`config.mk`:
```
export PLATFORM = sky130hd
export DESIGN_NAME = weight_load_ctrl_flat
export DESIGN_NICKNAME = d
export VERILOG_FILES = /design/src/rtl/weight_load_ctrl_if.sv /design/src/rtl/weight_load_ctrl.sv /design/src/flat_wrapper.sv
export SDC_FILE = /design/constraint.sdc
export NUM_CORES = 2
export LEC_CHECK = 0
export CAP_MARGIN = 20
export CELL_PAD_IN_SITES_DETAIL_PLACEMENT = 1
export CELL_PAD_IN_SITES_GLOBAL_PLACEMENT = 1
export CORE_UTILIZATION = 40
export DETAILED_ROUTE_END_ITERATION = 8
export GPL_TIMING_DRIVEN = 0
export PLACE_DENSITY = 0.65
export SETUP_SLACK_MARGIN = 0.2
export SYNTH_ARGS = -nofsm -noshare
export SYNTH_HDL_FRONTEND = slang
export SYNTH_SLANG_ARGS = --single-unit
```
`constraint.sdc`:
```
create_clock -name CLK -period 12.23 [get_ports CLK]
set_input_delay 2.446 -clock CLK [delete_from_list [all_inputs] [get_ports CLK]]
set_output_delay 2.446 -clock CLK [all_outputs]
set_load 0.005 [all_outputs]
```
`src/rtl/weight_load_ctrl_if.sv`:
```
// Write-side FIFO port of the weight loader: pushes from mem_ctrl, occupancy back.
interface weight_load_ctrl_if #(
   parameter int INPUT_WIDTH = 32,
   parameter int FIFO_DEPTH  = 16
);
   logic                          FIFO_WR_CMD;
   logic [INPUT_WIDTH-1:0]        FIFO_WR_DATA;
   logic                          FIFO_EMPTY;
   logic                          FIFO_FULL;
   logic [$clog2(FIFO_DEPTH):0]   FIFO_COUNT;

   modport master (
      output FIFO_WR_CMD, FIFO_WR_DATA,
      input  FIFO_EMPTY, FIFO_FULL, FIFO_COUNT
   );

   modport slave (
      input  FIFO_WR_CMD, FIFO_WR_DATA,
      output FIFO_EMPTY, FIFO_FULL, FIFO_COUNT
   );
endinterface

```
`src/rtl/weight_load_ctrl.sv`:
```
// Double-buffered R x S weight store: unpacks FIFO words into the shadow bank
// while the compute array reads the active bank; SWAP flips the banks.
//
// state | meaning
// IDLE  | no load running; SWAP and LOAD_START edges are accepted
// LOAD  | popping FIFO words into the shadow bank until N weights are written
module weight_load_ctrl #(
   parameter int INPUT_WIDTH  = 32,
   parameter int WEIGHT_WIDTH = 8,
   parameter int MAX_R        = 5,
   parameter int MAX_S        = 5,
   parameter int FIFO_DEPTH   = 16
) (
   input  logic                                  CLK,
   input  logic                                  RESETN,
   input  logic                                  CLEAR,
   input  logic                                  LOAD_START,
   input  logic [3:0]                            PARAM_R,
   input  logic [3:0]                            PARAM_S,
   input  logic                                  SWAP,
   output logic                                  LOADING,
   output logic                                  LOAD_DONE,
   output logic                                  SHADOW_VALID,
   output logic                                  ACTIVE_BANK,
   output logic                                  ERR_PARAM,
   output logic [MAX_R*MAX_S*WEIGHT_WIDTH-1:0]   WS_RD_DATA,
   weight_load_ctrl_if.slave                     fifo_if
);
   localparam int WPW   = INPUT_WIDTH / WEIGHT_WIDTH;
   localparam int NSLOT = MAX_R * MAX_S;
   localparam int SW    = (NSLOT > 1) ? $clog2(NSLOT) : 1;
   localparam int PW    = $clog2(FIFO_DEPTH);
   localparam int CW    = PW + 1;
   localparam int IW    = $clog2(NSLOT + WPW) + 1;
   localparam logic [3:0] R_MAX4 = 4'(MAX_R);
   localparam logic [3:0] S_MAX4 = 4'(MAX_S);

   typedef enum logic {IDLE, LOAD} state_t;

   state_t                           state;
   logic                             start_prev, clr_prev;
   logic                             start_edge, clr_edge;
   logic                             param_ok;
   logic [3:0]                       s_lat;
   logic [IW-1:0]                    n_lat, w_idx;
   logic [3:0]                       r_cnt, c_cnt;
   logic [NSLOT-1:0][WEIGHT_WIDTH-1:0] bank [2];
   logic                             active_bank, shadow_valid, err_param, load_done;
   logic                             sh;

   logic [INPUT_WIDTH-1:0]           fifo_mem [FIFO_DEPTH];
   logic [PW-1:0]                    wr_ptr, rd_ptr;
   logic [CW-1:0]                    fifo_cnt;
   logic                             fifo_empty, fifo_full, push, pop;
   logic [INPUT_WIDTH-1:0]           head;

   logic [SW-1:0]                    lane_slot [WPW];
   logic [WPW-1:0]                   lane_ok;
   logic                             last_word;
   int                               c_tmp, r_tmp;

   assign start_edge = LOAD_START & ~start_prev;
   assign clr_edge   = CLEAR & ~clr_prev;
   assign param_ok   = (PARAM_R != 4'd0) && (PARAM_R <= R_MAX4) &&
                       (PARAM_S != 4'd0) && (PARAM_S <= S_MAX4);
   assign sh         = ~active_bank;

   // ---------------- write-side FIFO (fall-through head) ----------------
   assign fifo_empty = (fifo_cnt == '0);
   assign fifo_full  = (fifo_cnt == CW'(FIFO_DEPTH));
   assign push       = fifo_if.FIFO_WR_CMD && !fifo_full && !clr_edge;
   assign pop        = (state == LOAD) && !fifo_empty && !clr_edge;
   assign head       = fifo_mem[rd_ptr];

   always_ff @(posedge CLK) begin
      if (push) fifo_mem[wr_ptr] <= fifo_if.FIFO_WR_DATA;
   end

   always_ff @(posedge CLK or negedge RESETN) begin
      if (!RESETN) begin
         wr_ptr   <= '0;
         rd_ptr   <= '0;
         fifo_cnt <= '0;
      end else if (clr_edge) begin
         wr_ptr   <= '0;
         rd_ptr   <= '0;
         fifo_cnt <= '0;
      end else begin
         if (push) wr_ptr <= wr_ptr + PW'(1);
         if (pop)  rd_ptr <= rd_ptr + PW'(1);
         fifo_cnt <= fifo_cnt + CW'(push) - CW'(pop);
      end
   end

   // Slot addresses for each lane of the head word, stepping row/col instead of dividing.
   always_comb begin
      lane_slot = '{default: '0};
      lane_ok   = '0;
      c_tmp     = int'(c_cnt);
      r_tmp     = int'(r_cnt);
      for (int j = 0; j < WPW; j++) begin
         lane_slot[j] = SW'(r_tmp * MAX_S + c_tmp);
         lane_ok[j]   = (int'(w_idx) + j) < int'(n_lat);
         c_tmp        = c_tmp + 1;
         if (c_tmp == int'(s_lat)) begin
            c_tmp = 0;
            r_tmp = r_tmp + 1;
         end
      end
   end

   assign last_word = (int'(w_idx) + WPW) >= int'(n_lat);

   // ---------------- control FSM and bank storage ----------------
   always_ff @(posedge CLK or negedge RESETN) begin
      if (!RESETN) begin
         state        <= IDLE;
         start_prev   <= 1'b0;
         clr_prev     <= 1'b0;
         s_lat        <= '0;
         n_lat        <= '0;
         w_idx        <= '0;
         r_cnt        <= '0;
         c_cnt        <= '0;
         bank         <= '{default: '0};
         active_bank  <= 1'b0;
         shadow_valid <= 1'b0;
         err_param    <= 1'b0;
         load_done    <= 1'b0;
      end else begin
         start_prev <= LOAD_START;
         clr_prev   <= CLEAR;
         load_done  <= 1'b0;
         if (clr_edge) begin
            state        <= IDLE;
            shadow_valid <= 1'b0;
         end else begin
            case (state)
               IDLE: begin
                  if (start_edge) begin
                     if (param_ok) begin
                        s_lat        <= PARAM_S;
                        n_lat        <= IW'(PARAM_R) * IW'(PARAM_S);
                        w_idx        <= '0;
                        r_cnt        <= '0;
                        c_cnt        <= '0;
                        bank[sh]     <= '0;
                        shadow_valid <= 1'b0;
                        err_param    <= 1'b0;
                        state        <= LOAD;
                     end else begin
                        err_param <= 1'b1;
                     end
                  end else if (SWAP && shadow_valid) begin
                     active_bank  <= ~active_bank;
                     shadow_valid <= 1'b0;
                  end
               end
               LOAD: begin
                  if (!fifo_empty) begin
                     for (int j = 0; j < WPW; j++) begin
                        if (lane_ok[j])
                           bank[sh][lane_slot[j]] <= head[j*WEIGHT_WIDTH +: WEIGHT_WIDTH];
                     end
                     w_idx <= w_idx + IW'(WPW);
                     c_cnt <= 4'(c_tmp);
                     r_cnt <= 4'(r_tmp);
                     if (last_word) begin
                        state        <= IDLE;
                        load_done    <= 1'b1;
                        shadow_valid <= 1'b1;
                     end
                  end
               end
               default: state <= IDLE;
            endcase
         end
      end
   end

   assign LOADING            = (state == LOAD);
   assign LOAD_DONE          = load_done;
   assign SHADOW_VALID       = shadow_valid;
   assign ACTIVE_BANK        = active_bank;
   assign ERR_PARAM          = err_param;
   assign WS_RD_DATA         = bank[active_bank];
   assign fifo_if.FIFO_EMPTY = fifo_empty;
   assign fifo_if.FIFO_FULL  = fifo_full;
   assign fifo_if.FIFO_COUNT = fifo_cnt;
endmodule
```
`src/flat_wrapper.sv`:
```
// flat-port wrapper written by rule: the top's interface ports become plain ports
module weight_load_ctrl_flat 
#(
   parameter int INPUT_WIDTH  = 32,
   parameter int WEIGHT_WIDTH = 8,
   parameter int MAX_R        = 5,
   parameter int MAX_S        = 5,
   parameter int FIFO_DEPTH   = 16
)
  (CLK, RESETN, CLEAR, LOAD_START, PARAM_R, PARAM_S, SWAP, LOADING, LOAD_DONE, SHADOW_VALID, ACTIVE_BANK, ERR_PARAM, WS_RD_DATA, fifo_if_FIFO_WR_CMD, fifo_if_FIFO_WR_DATA, fifo_if_FIFO_EMPTY, fifo_if_FIFO_FULL, fifo_if_FIFO_COUNT);
  weight_load_ctrl_if #(.INPUT_WIDTH(INPUT_WIDTH), .FIFO_DEPTH(FIFO_DEPTH)) fifo_if_i ();
  input  logic CLK;
  input  logic RESETN;
  input  logic CLEAR;
  input  logic LOAD_START;
  input  logic [3:0] PARAM_R;
  input  logic [3:0] PARAM_S;
  input  logic SWAP;
  output logic LOADING;
  output logic LOAD_DONE;
  output logic SHADOW_VALID;
  output logic ACTIVE_BANK;
  output logic ERR_PARAM;
  output logic [MAX_R*MAX_S*WEIGHT_WIDTH-1:0] WS_RD_DATA;
  input wire logic [$bits(fifo_if_i.FIFO_WR_CMD)-1:0] fifo_if_FIFO_WR_CMD;
  input wire logic [$bits(fifo_if_i.FIFO_WR_DATA)-1:0] fifo_if_FIFO_WR_DATA;
  output wire logic [$bits(fifo_if_i.FIFO_EMPTY)-1:0] fifo_if_FIFO_EMPTY;
  output wire logic [$bits(fifo_if_i.FIFO_FULL)-1:0] fifo_if_FIFO_FULL;
  output wire logic [$bits(fifo_if_i.FIFO_COUNT)-1:0] fifo_if_FIFO_COUNT;
  assign fifo_if_i.FIFO_WR_CMD = fifo_if_FIFO_WR_CMD;
  assign fifo_if_i.FIFO_WR_DATA = fifo_if_FIFO_WR_DATA;
  assign fifo_if_FIFO_EMPTY = fifo_if_i.FIFO_EMPTY;
  assign fifo_if_FIFO_FULL = fifo_if_i.FIFO_FULL;
  assign fifo_if_FIFO_COUNT = fifo_if_i.FIFO_COUNT;
  weight_load_ctrl #(.INPUT_WIDTH(INPUT_WIDTH), .WEIGHT_WIDTH(WEIGHT_WIDTH), .MAX_R(MAX_R), .MAX_S(MAX_S), .FIFO_DEPTH(FIFO_DEPTH)) u_core (.CLK(CLK), .RESETN(RESETN), .CLEAR(CLEAR), .LOAD_START(LOAD_START), .PARAM_R(PARAM_R), .PARAM_S(PARAM_S), .SWAP(SWAP), .LOADING(LOADING), .LOAD_DONE(LOAD_DONE), .SHADOW_VALID(SHADOW_VALID), .ACTIVE_BANK(ACTIVE_BANK), .ERR_PARAM(ERR_PARAM), .WS_RD_DATA(WS_RD_DATA), .fifo_if(fifo_if_i));
endmodule
```
==> flow_summary.toml <==
[cts]
clockBufferDepth = 3
cts_hold_buf = 0
clk_latency_ns = 0.80
clock_sinks = 954
cts.htree.levels = 3
cts_buffers = 111
cts_tree = "done"
clkTransAtPathRegs_ns = 0.06
cts_setup_buffers = 0
post_cts_resized = 0
cts-root-buf = "clkbuf_16"

[global_route]
grt_overflow_total = 0
grtUsageTotal_pct = 38.96
grt_pass1_wl_mm = 409.2
grt_max_degree = 92
grt_pass1_vias = 53302
antenna_found_initial = 26

[synth]
synth_flop_cell = "edfxtp_1"
synth_cells = 5384
synth_cell_types = 88
syn_nets = 5515
yosysWarnings = 0
synth_top_family_by_area = "multiplexers"
synth_fa_ha_area_share_pct = 1.975
synth_edf_count = 512
avgSynthCellArea_um2 = 10.92
synth_compound_area_share_pct = 14.92
ys_seq_area_share_pct = 44.98
syn_area_um2 = 58780
async_flop_share_pct = 46.33
yosys.area_share.simple_pct = 10.85
synth_mux_area_share_pct = 22.07
synthXorXnorAreaFrac_pct = 1.215
synth.ff_latch_count = 954

[finish]
drive_above_1_share_pct = 13.80
nNetsFinal = 5995
area_growth_syn_to_layout_pct = 17.82
fillers = 15702
layout_common_cells = "mux2i_1, edfxtp_1, nand2_1"
fin_util_pct = 47.52
layout_commonest_cell = "mux2i_1"

[timing]
fin_skew_ns = 0.07655
grt_setup_unrepaired = "false"
fin_crit_ns = 11.44
fmax_ghz = 0.08740
relSlewSlack_pct = 9.888
hold_violations = 0
slew_viol_final = 0
finalSetupViolCount = 0
worst_slew_pin_slew_ns = 1.352
period_share_pct = 93.55

[drt]
firstDrtPassIters = 6
postRouteAntennaNets = 0
finalWirelength_mm = 294.2
wl_per_cell_um = 37.33
avgViaCountPerCell = 6.761
drt_iter0_markers = 6407
vias = 53292
drc = 0

[setup_path]
crit_top_cell = "ha_1"
cp_data_required_time_ns = 12.87
path_class = "register to register"
crit_path_end_kind = "register"
cp_max_fo = 10
arrival_ns = 12.08
slowest_stage = "nor2_1"
cpPeakStageDelay_ns = 1.04
cp-start-kind = "register"

[placement]
hpwl_mm = 209.3
place.gp.congestion = 1.018
port_buffers = 257

[die]
rows = 140
core_um2 = 145700
die_h_um = 385.3
die_x_um = 385.3
design.die.area_um2 = 148500
initial_utilization_pct = 40.33
num_io_pins = 258

[outcome]
status = "finished, final reports clean"

[hold_path]
hp-class = "register to register"

[job]
max-cap-violations = 0
-- logic make-up (layout without fill, tap and decap cells) --
logic type      Yosys count  in the layout
fa+ha+maj                85             85
simple gates           1421           1421
flops                   954            954
xor+xnor                 71             71
compound gates         1199           1199
mux                    1064           1064
other cells               0              9
buf+inv                 590           1162
-- cells in the mapped netlist (39+ instances only) --
library cell	instances	area [um2]
ha_1	72	900.9
a21oi_1	252	1261
a221o_1	60	600.6
a211oi_1	134	1006
mux2i_1	653	6536
edfxtp_1	512	15370
nor3_1	100	500.5
clkbuf_1	442	1659
mux2_2	250	2815
nand2_1	474	1779
nand3_1	215	1076
mux4_2	160	3603
dfrtp_1	442	11060
inv_1	49	183.9
o211ai_1	180	1351
buf_1	39	146.4
o221ai_1	64	560.5
nor2_1	424	1592
o21ai_0	113	565.5
and2_1	56	350.3
a221oi_1	110	963.4
a2111oi_0	182	1594
-- critical path: cells and delay by family (launching register included) --
kind	cells	cell delay [ns]
and+or+nand+nor	10	4.31
adders and majority gates	6	2.33
AOI/OAI and AO/OA	9	2.17
buffers and inverters	4	1.05
xor gates and xnor gates	3	0.88
DFF	1	0.51
-- stage by stage --
stage                     setup WS, ns  cells  hold slack, ns  cell area [um2]   TNS, ns
final                           0.7886   7882          0.5088            69250         0
after global routing            0.3983   7873          0.5188            69230         0
after CTS                       0.7654   7854          0.5095            68970         0
after detailed placement        0.8397   7649          0.4913            65260         0
after global placement          -13.92   7558          0.4782            63750  -6125.39
after floorplan                  3.420   5384          0.4604            58780         0
-- layer usage --
layer | vias up | part of all wire [%] | GRT usage (%) | routed length, um
met3 | 1021 | 10 | 11.29 | 30260
met4 | 24 | 7.2 | 24.08 | 21240
met5 | - | 0.053 | 0 | 156
met2 | 3269 | 44 | 58.83 | 128800
met1 | 27258 | 39 | 49.08 | 113800
li1 | 21720 | - | - | -
-- final timing paths --
kind                                         startpoint  slack, ns  cells after the start                           end
hold / removal             u_core.ERR_PARAM$_DFFE_PN0P_       0.51                      1  u_core.ERR_PARAM$_DFFE_PN0P_
min in group asynchronous                        RESETN       1.60                      1   u_core.bank[91]$_DFFE_PN0P_
setup / recovery            u_core.c_cnt[0]$_DFFE_PN0P_       0.79                     32  u_core.bank[331]$_DFFE_PN0P_
setup reg to reg            u_core.c_cnt[0]$_DFFE_PN0P_       0.79                     32  u_core.bank[331]$_DFFE_PN0P_
max in group asynchronous                        RESETN       8.98                      4  u_core.bank[251]$_DFFE_PN0P_
hold reg to reg            u_core.ERR_PARAM$_DFFE_PN0P_       0.51                      1  u_core.ERR_PARAM$_DFFE_PN0P_
-- state kept, by name, indices dropped and copies added (netlist names), 4 cells and up --
| name | flops |
|---|---|
| u_core.s_lat | 4 |
| u_core.c_cnt | 4 |
| u_core.fifo_mem | 512 |
| u_core.wr_ptr | 4 |
| u_core.bank | 400 |
| u_core.w_idx | 4 |
| u_core.rd_ptr | 4 |
| u_core.n_lat | 6 |
| u_core.r_cnt | 4 |
| u_core.fifo_if.FIFO_COUNT | 5 |
-- layout make-up --
cell class                      count  area [um2]  area share (%)
Buffer                            539        2161           3.120
Timing Repair Buffer              367        4134           5.970
Clock buffer                      145        3037           4.385
Clock inverter                     60       671.9          0.9702
Antenna cell                        9       22.52         0.03252
Sequential cell                   954       26440           38.17
Tap cell                         1917        2399           3.464
Multi-Input combinational cell   3840       30200           43.61
Inverter                           51       191.4          0.2764
Power is not shown: default switching activity piles up to over one toggle a cycle in this logic, so the estimate is an artifact.
